==> config.mk <==
export PLATFORM = sky130hd
export DESIGN_NAME = arc_fetch_sequencer
export DESIGN_NICKNAME = d
export VERILOG_FILES = /design/src/rtl/arc_fetch_sequencer.sv
export SDC_FILE = /design/constraint.sdc
export NUM_CORES = 1
export LEC_CHECK = 0
export CAP_MARGIN = 5
export CORE_MARGIN = 3
export CORE_UTILIZATION = 46
export DETAILED_ROUTE_END_ITERATION = 10
export PLACE_DENSITY_LB_ADDON = 0.25
export RECOVER_POWER = 100
export SLEW_MARGIN = 20
export SYNTH_ARGS = -nofsm -noshare
export SYNTH_HDL_FRONTEND = slang
export SYNTH_SLANG_ARGS = --single-unit
export TNS_END_PERCENT = 5
==> constraint.sdc <==
create_clock -name CLOCK_50 -period 2.3 [get_ports CLOCK_50]
set_input_delay 0.46 -clock CLOCK_50 [delete_from_list [all_inputs] [get_ports CLOCK_50]]
set_output_delay 0.46 -clock CLOCK_50 [all_outputs]
set_load 0.1 [all_outputs]
==> src/rtl/arc_fetch_sequencer.sv <==
// Instruction sequencer for the ARC-subset datapath: owns the PC, fetches from
// program memory, dispatches arithmetic ops over req/ack and resolves branches.
module arc_fetch_sequencer #(
  parameter int                       DATAWIDTH_BUS = 32,
  parameter logic [DATAWIDTH_BUS-1:0] RESET_PC      = 'h800,
  parameter int                       ACK_TIMEOUT   = 15
) (
  input  logic                     CLOCK_50,
  input  logic                     RESET_InHigh,
  input  logic                     start,
  input  logic [DATAWIDTH_BUS-1:0] BusDatos,
  input  logic [3:0]               icc,
  input  logic                     exec_ack,
  output logic [DATAWIDTH_BUS-1:0] BusDirecciones,
  output logic                     RD,
  output logic                     WR,
  output logic [DATAWIDTH_BUS-1:0] instr,
  output logic                     exec_req,
  output logic                     halted,
  output logic                     error,
  output logic [DATAWIDTH_BUS-1:0] pc
);

  localparam int CNT_W = (ACK_TIMEOUT < 1) ? 1 : $clog2(ACK_TIMEOUT + 1);
  localparam logic [CNT_W-1:0] CNT_MAX = CNT_W'(ACK_TIMEOUT);
  localparam logic [DATAWIDTH_BUS-1:0] PC_STEP = DATAWIDTH_BUS'(4);

  typedef enum logic [2:0] {
    IDLE, FETCH, DECODE, EXEC, BRANCH, HALT, ERROR
  } state_t;

  state_t                     state, stateNext;
  logic [DATAWIDTH_BUS-1:0]   pcReg;
  logic [DATAWIDTH_BUS-1:0]   irReg;
  logic                       flagN, flagZ, flagV, flagC;
  logic [CNT_W-1:0]           ackCnt;
  logic signed [DATAWIDTH_BUS-1:0] brOffset;
  logic                       brTaken;

  function automatic logic branchTaken(input logic [3:0] cond, input logic n,
                                       input logic z, input logic v, input logic c);
    case (cond)
      4'b1000: return 1'b1;
      4'b0001: return z;
      4'b0110: return n;
      4'b0101: return c;
      4'b0111: return v;
      default: return 1'b0;
    endcase
  endfunction

  // Word displacement: sign-extended disp22 scaled to bytes.
  function automatic logic signed [DATAWIDTH_BUS-1:0] branchOffset(input logic [21:0] disp);
    return {{(DATAWIDTH_BUS-24){disp[21]}}, disp, 2'b00};
  endfunction

  assign brTaken  = branchTaken(irReg[28:25], flagN, flagZ, flagV, flagC);
  assign brOffset = branchOffset(irReg[21:0]);

  assign BusDirecciones = pcReg;
  assign pc             = pcReg;
  assign instr          = irReg;
  assign WR             = 1'b0;

  always_comb begin
    stateNext = state;
    RD        = 1'b0;
    exec_req  = 1'b0;
    halted    = 1'b0;
    error     = 1'b0;
    case (state)
      IDLE:   if (start) stateNext = FETCH;
      FETCH: begin
        RD        = 1'b1;
        stateNext = DECODE;
      end
      DECODE: begin
        if (irReg == '0)                                     stateNext = HALT;
        else if (irReg[31:30] == 2'b10)                      stateNext = EXEC;
        else if (irReg[31:30] == 2'b00 && irReg[24:22] == 3'b010) stateNext = BRANCH;
        else                                                 stateNext = ERROR;
      end
      EXEC: begin
        exec_req = 1'b1;
        // An ack on the final allowed cycle still wins over the timeout.
        if (exec_ack)                stateNext = FETCH;
        else if (ackCnt == CNT_MAX)  stateNext = ERROR;
      end
      BRANCH: stateNext = FETCH;
      HALT:   halted = 1'b1;
      ERROR: begin
        halted = 1'b1;
        error  = 1'b1;
      end
      default: stateNext = IDLE;
    endcase
  end

  always_ff @(posedge CLOCK_50) begin
    if (RESET_InHigh) begin
      state  <= IDLE;
      pcReg  <= RESET_PC;
      irReg  <= '0;
      flagN  <= 1'b0;
      flagZ  <= 1'b0;
      flagV  <= 1'b0;
      flagC  <= 1'b0;
      ackCnt <= '0;
    end else begin
      state <= stateNext;
      case (state)
        FETCH:  irReg  <= BusDatos;
        DECODE: ackCnt <= '0;
        EXEC: begin
          if (exec_ack) begin
            {flagN, flagZ, flagV, flagC} <= icc;
            pcReg <= pcReg + PC_STEP;
          end else if (ackCnt != CNT_MAX) begin
            ackCnt <= ackCnt + 1'b1;
          end
        end
        BRANCH: pcReg <= brTaken ? pcReg + $unsigned(brOffset) : pcReg + PC_STEP;
        default: ;
      endcase
    end
  end

endmodule

### Yosys cells after proc, flatten, opt, wreduce, memory -nomap -nowiden

Cells that the tools add are included.

| operators by class | value |
|---|---|
| multiply operators | 0 |
| add/sub/neg operators | 3 |
| divide/modulo/power cells | 0 |
| order comparisons | 0 |
| shift-type cells | 0 |
| reductions and logical operators | 11 |
| bitwise logic cells | 1 |
| mux-type cells | 18 |
| equality and inequality tests | 20 |

Operator list:

| cell | number |
|---|---|
| 32-bit two-way mux | 2 |
| 32-bit one-hot mux with 2 select lines | 1 |
| 32-bit by 3-bit adder with 32-bit output, second input constant | 1 |
| 32-bit adder | 1 |
| 32-bit logical NOT | 1 |
| 3-bit one-hot mux with 6 select lines | 1 |
| 3-bit two-way mux | 5 |
| 4-bit by 3-bit == test with 1-bit output, second input constant | 3 |
| 3-bit by 2-bit == test with 1-bit output, second input constant | 3 |
| 3-bit == test, second input constant | 3 |
| 4-bit == test, second input constant | 2 |
| 4-bit two-way mux | 2 |
| 2-bit inequality test, second input constant | 4 |
| 4-bit one-hot mux with 2 select lines | 1 |
| 3-bit AND reduction | 2 |
| 1-bit one-hot mux with 5 select lines | 1 |
| 4-bit by 1-bit adder with 4-bit output, second input constant | 1 |
| 4-bit by 1-bit == test with 1-bit output, second input constant | 1 |
| 1-bit two-way mux | 4 |
| 4-bit inequality test, second input constant | 1 |
| 2-bit AND reduction | 2 |
| 2-bit nonzero test | 2 |
| 3-bit by 1-bit == test with 1-bit output, second input constant | 1 |
| 3-bit logical NOT | 1 |
| 7 further kinds | 7 |

| storage, ports and cells | value |
|---|---|
| latch bits | 0 |
| logic and storage cells | 61 |
| memory bits (writable) | 0 |
| memory bits (read-only) | 0 |
| memories kept | 0 |
| flip-flop bits (word level) | 75 |
| input port bits | 40 |
| output and inout bits | 101 |

### Longest topological paths before layout

| depth | value |
|---|---|
| depth after elaboration | 6 |
| depth in mapped cells | 9 |
| gate-level depth less buffers | 9 |

### Least setup slack after synthesis

OpenSTA, ideal clock, no wires.

| timing path | value |
|---|---|
| path type | reg2reg |
| from | register pcReg[6], in the netlist BusDirecciones[6] |
| to | register pcReg[22], in the netlist BusDirecciones[22] |
| buffers on the path | 0 |
| data required time | 2.228 ns |
| stages on the path, launching flop included | 9 |
| arrival time | 2.987 ns |
| clock period less this slack | 3.059 ns |
| library setup time | 0.072 ns |
| slack | -0.759 ns |
| cells stage by stage | dfxtp_1 ha_1 a21oi_1 o221ai_2 a211oi_1 nor2_1 a31oi_1 mux2_2 a21oi_1 |

| on the way | value |
|---|---|
| word-level cells in the longest chain between the ends | 3 |

RTL lines:

| what | RTL line | RTL |
|---|---|---|
| from (decl) | 33 | `logic [DATAWIDTH_BUS-1:0] pcReg;` |
| from (signal assigned) | 117 | `pcReg <= pcReg + PC_STEP;` |
| from (signal assigned) | 122 | `BRANCH: pcReg <= brTaken ? pcReg + $unsigned(brOffset) : pcReg + PC_STEP;` |
| 32-bit by 3-bit adder with 32-bit output or 32-bit adder (tied branches) | 117, 122 |  |
| 32-bit two-way mux (on tied branches) | 122, 115 |  |
| 32-bit one-hot mux with 2 select lines (*) | 111 | `case (state)` |

Mark *: on every way between the ends. The rest lies on a longest branch, timed or not. The select of a mux whose other input is x is not followed.
A chain may end at the register's enable or synchronous reset.

### Worst setup path in the final report

| timing path | value |
|---|---|
| from | register pcReg[10], in the netlist BusDirecciones[10] |
| to | register pcReg[25], in the netlist BusDirecciones[25] |

Same word-level chain as after synthesis.

==> results.ini <==
[status]
status=complete, but fails checks
violations=setup timing

[timing]
slew_headroom_pct=56.4
tns_ps=-247
worstMarginPinSlew_ps=653
clock_skew_ps=11.5
period_share_pct=103
finalCriticalPeriod_ps=2370
rsz0062_at_grt=yes
fin_ws_ps=-71.8
hold_viol_final=0
max_freq_mhz=422
setup_viol_count_final=7
drv_slew=0

[worst_setup_path]
worstReg2RegStart=BusDirecciones[10]
crit_required_ps=2500
critical_path.endpoint_type=register
cp-start-kind=register
crit_type=register to register
r2r_setup_slack_ps=-70
cp_slowest_cell=a211oi_4
r2r-end=BusDirecciones[25]
cp_max_fo=5
worstPathCellList=ha_1, and4_1, and3_1, a211oi_4, o31ai_4, a211oi_2, mux2i_1, a21oi_1
crit_buf_inv=0
r2r.worst_path.cells=8
crit_arrival_ps=2570
crit_family=compound AO/OA/AOI/OAI gates
cpPeakStageDelay_ps=380

[detailed_routing]
remaining_drc_errors=0
first_pass_iters=5
ant_nets=0
vias_per_cell=6.03
drtIter0Drc=811
drt-wirelength-per-cell_um=18.5
routed_wirelength_um=20000
vias=6538

[placed_design]
dpl-instance-area_um2=7520
dp_hpwl_um=14800
dpl.cell_count=1067
io_buffers=135
place.gp.congestion=0.998
dp_slack_ps=-222

[power]
leakage_nw=3.43
ir_drop_mv=0.628
power_density_nw_per_um2=615

[floorplanning]
die_x_um=117
fp.dieH_um=117
rows=39
core_area_um2=11700
die_area_um2=13600
ios=141
initial_core_util_pct=48.1

[synth]
synth_top_cell_by_area=dfxtp_1
synth_edf_count=0
async_flop_share_pct=0
synth_warnings=0
yosys-top-cells-area=dfxtp_1 26%, a21oi_1 8.1%, nand2_1 8.1%
synth_seq_cells=73
avgSynthCellArea_um2=7.42
ys_types=73
synthFlopType=dfxtp_1
ys_seq_area_share_pct=25.9
synth_cells=759
yosysTopAreaCellShare_pct=25.9
netlist_area_um2=5630

[clock_tree]
hold_buffers=0
cts-root-buf=clkbuf_16
cts_tree=built
numCtsBuffers=9
cts_num_sinks=73
clkTransAtPathRegs_ps=60
insertion_delay_ps=350
clockBufferDepth=2
h-tree-depth=3

[global_routing]
antenna_found_initial=0
grt_pass1_wl_um=31200
grt_remaining_overflow=0
grt_pass1_vias=6125
track_usage_pct=29.1
grt_start_max_net_pins=36

[layout]
final_cells=1085
fin_nets=1009
n_antenna_cell=0
fillers=1025
drive_gt1_share_pct=34.4
areaGrowthSynthToFinish_pct=37.8
design_area_um2=7760

[flow_run]
drv_cap=0

[worst_hold_path]
hold_path_class=register to register
min_path_cells=2
holdCritStartpoint=instr[22]
hold_end=instr[22]

## metal layers
layer | part of all wire (%) | wire length [um] | GRT usage [%] | vias to the layer above
li1 | - | - | - | 3095
met1 | 42 | 8390 | 37.7 | 3056
met2 | 47 | 9340 | 47.4 | 339
met3 | 8.7 | 1740 | 5.91 | 48
met4 | 2.7 | 544 | 11.9 | 0
met5 | 0 | 0 | 0 | -
## Yosys cell counts (14+ instances only)
library cell / count
a21oi_1: 91
xor2_1: 15
dfxtp_1: 73
ha_1: 31
a211oi_1: 14
buf_4: 36
and3_1: 15
clkbuf_1: 23
nor3_1: 21
nand3_1: 16
nor2_1: 54
o21ai_0: 40
nand2_1: 121
a31oi_1: 15
## placed cells by master (no fill, tap or decap), types with 10 or more instances in the layout
master	synthesis	layout
nand2_1	121	119
nand3_1	16	15
inv_1	13	13
a31oi_1	15	14
dfxtp_2	0	19
and3_1	15	15
nor2_1	54	54
nor4_1	13	11
buf_4	36	104
ha_1	31	25
xor2_1	15	14
clkbuf_2	0	94
o21ai_0	40	39
dfxtp_1	73	22
nand4_1	13	13
a21oi_1	91	84
nor3_1	21	20
clkdlybuf4s50_1	0	38
dfxtp_4	0	32
a211oi_1	14	10
## what timing repair did
action,CTS,global route
endpoints found under the setup margin,16,19
gates resized for setup,17,20
pin swaps,10,9
setup buffers,1,1
## logic make-up after synthesis
kind of cell,synth area share [%]
AOI/OAI and AO/OA,25.7
xor gates and xnor gates,3.58
adders and majority gates,7.24
buffers and inverters,9.93
DFF,25.9
muxes,1.44
other,0.0666
and+or+nand+nor,26.1
## worst max path at each step
stage                             startpoint  cells past startpoint                  to  slack (ps)
after floorplan            BusDirecciones[3]                      8  BusDirecciones[25]        -130
after CTS                  BusDirecciones[3]                      9  BusDirecciones[28]         -30
after detailed placement   BusDirecciones[6]                      9  BusDirecciones[25]        -220
after global routing                instr[4]                      8  BusDirecciones[24]        -180
final                     BusDirecciones[10]                      8  BusDirecciones[25]         -70
after global placement     BusDirecciones[6]                      9  BusDirecciones[25]         -80
## power by group
part	switching [W]	internal (W)
clock network	0.000593	0.000795
logic	0.00137	0.000550
registers	0.000102	0.00136
total	0.00207	0.00270
## registers in the layout, indices dropped and copies added, names as in the netlist
| signal | cells |
|---|---|
| flagZ | 1 |
| flagN | 1 |
| ackCnt | 4 |
| flagC | 1 |
| instr | 32 |
| state | 3 |
| BusDirecciones | 30 |
| flagV | 1 |
## worst register-to-register path: stages (launching register included)
cell and delay [ps]:
dfxtp_4 340, ha_1 350, and4_1 250, and3_1 220
a211oi_4 380, o31ai_4 120, a211oi_2 260, mux2i_1 220
a21oi_1 80
## through the flow
stage                     utilization [%]  hold slack, ps  total power [W]
after global routing                 66.3             505          0.00496
after detailed placement             64.2             480          0.00344
after CTS                            67.7             490          0.00484
after floorplan                         -             455          0.00280
after global placement               64.2             466          0.00340
final                                66.3             487          0.00477
## cell type report
class	count	area [um^2]	area share [%]
tap	143	179	2.31
multi-input combinational	596	3910	50.3
inverter	13	48.8	0.629
timing repair buffer	244	1740	22.4
clock buffer	11	253	3.26
sequential	73	1610	20.7
clock inverter	5	35.0	0.451
Note: power is estimated with default switching activity, not from simulation.
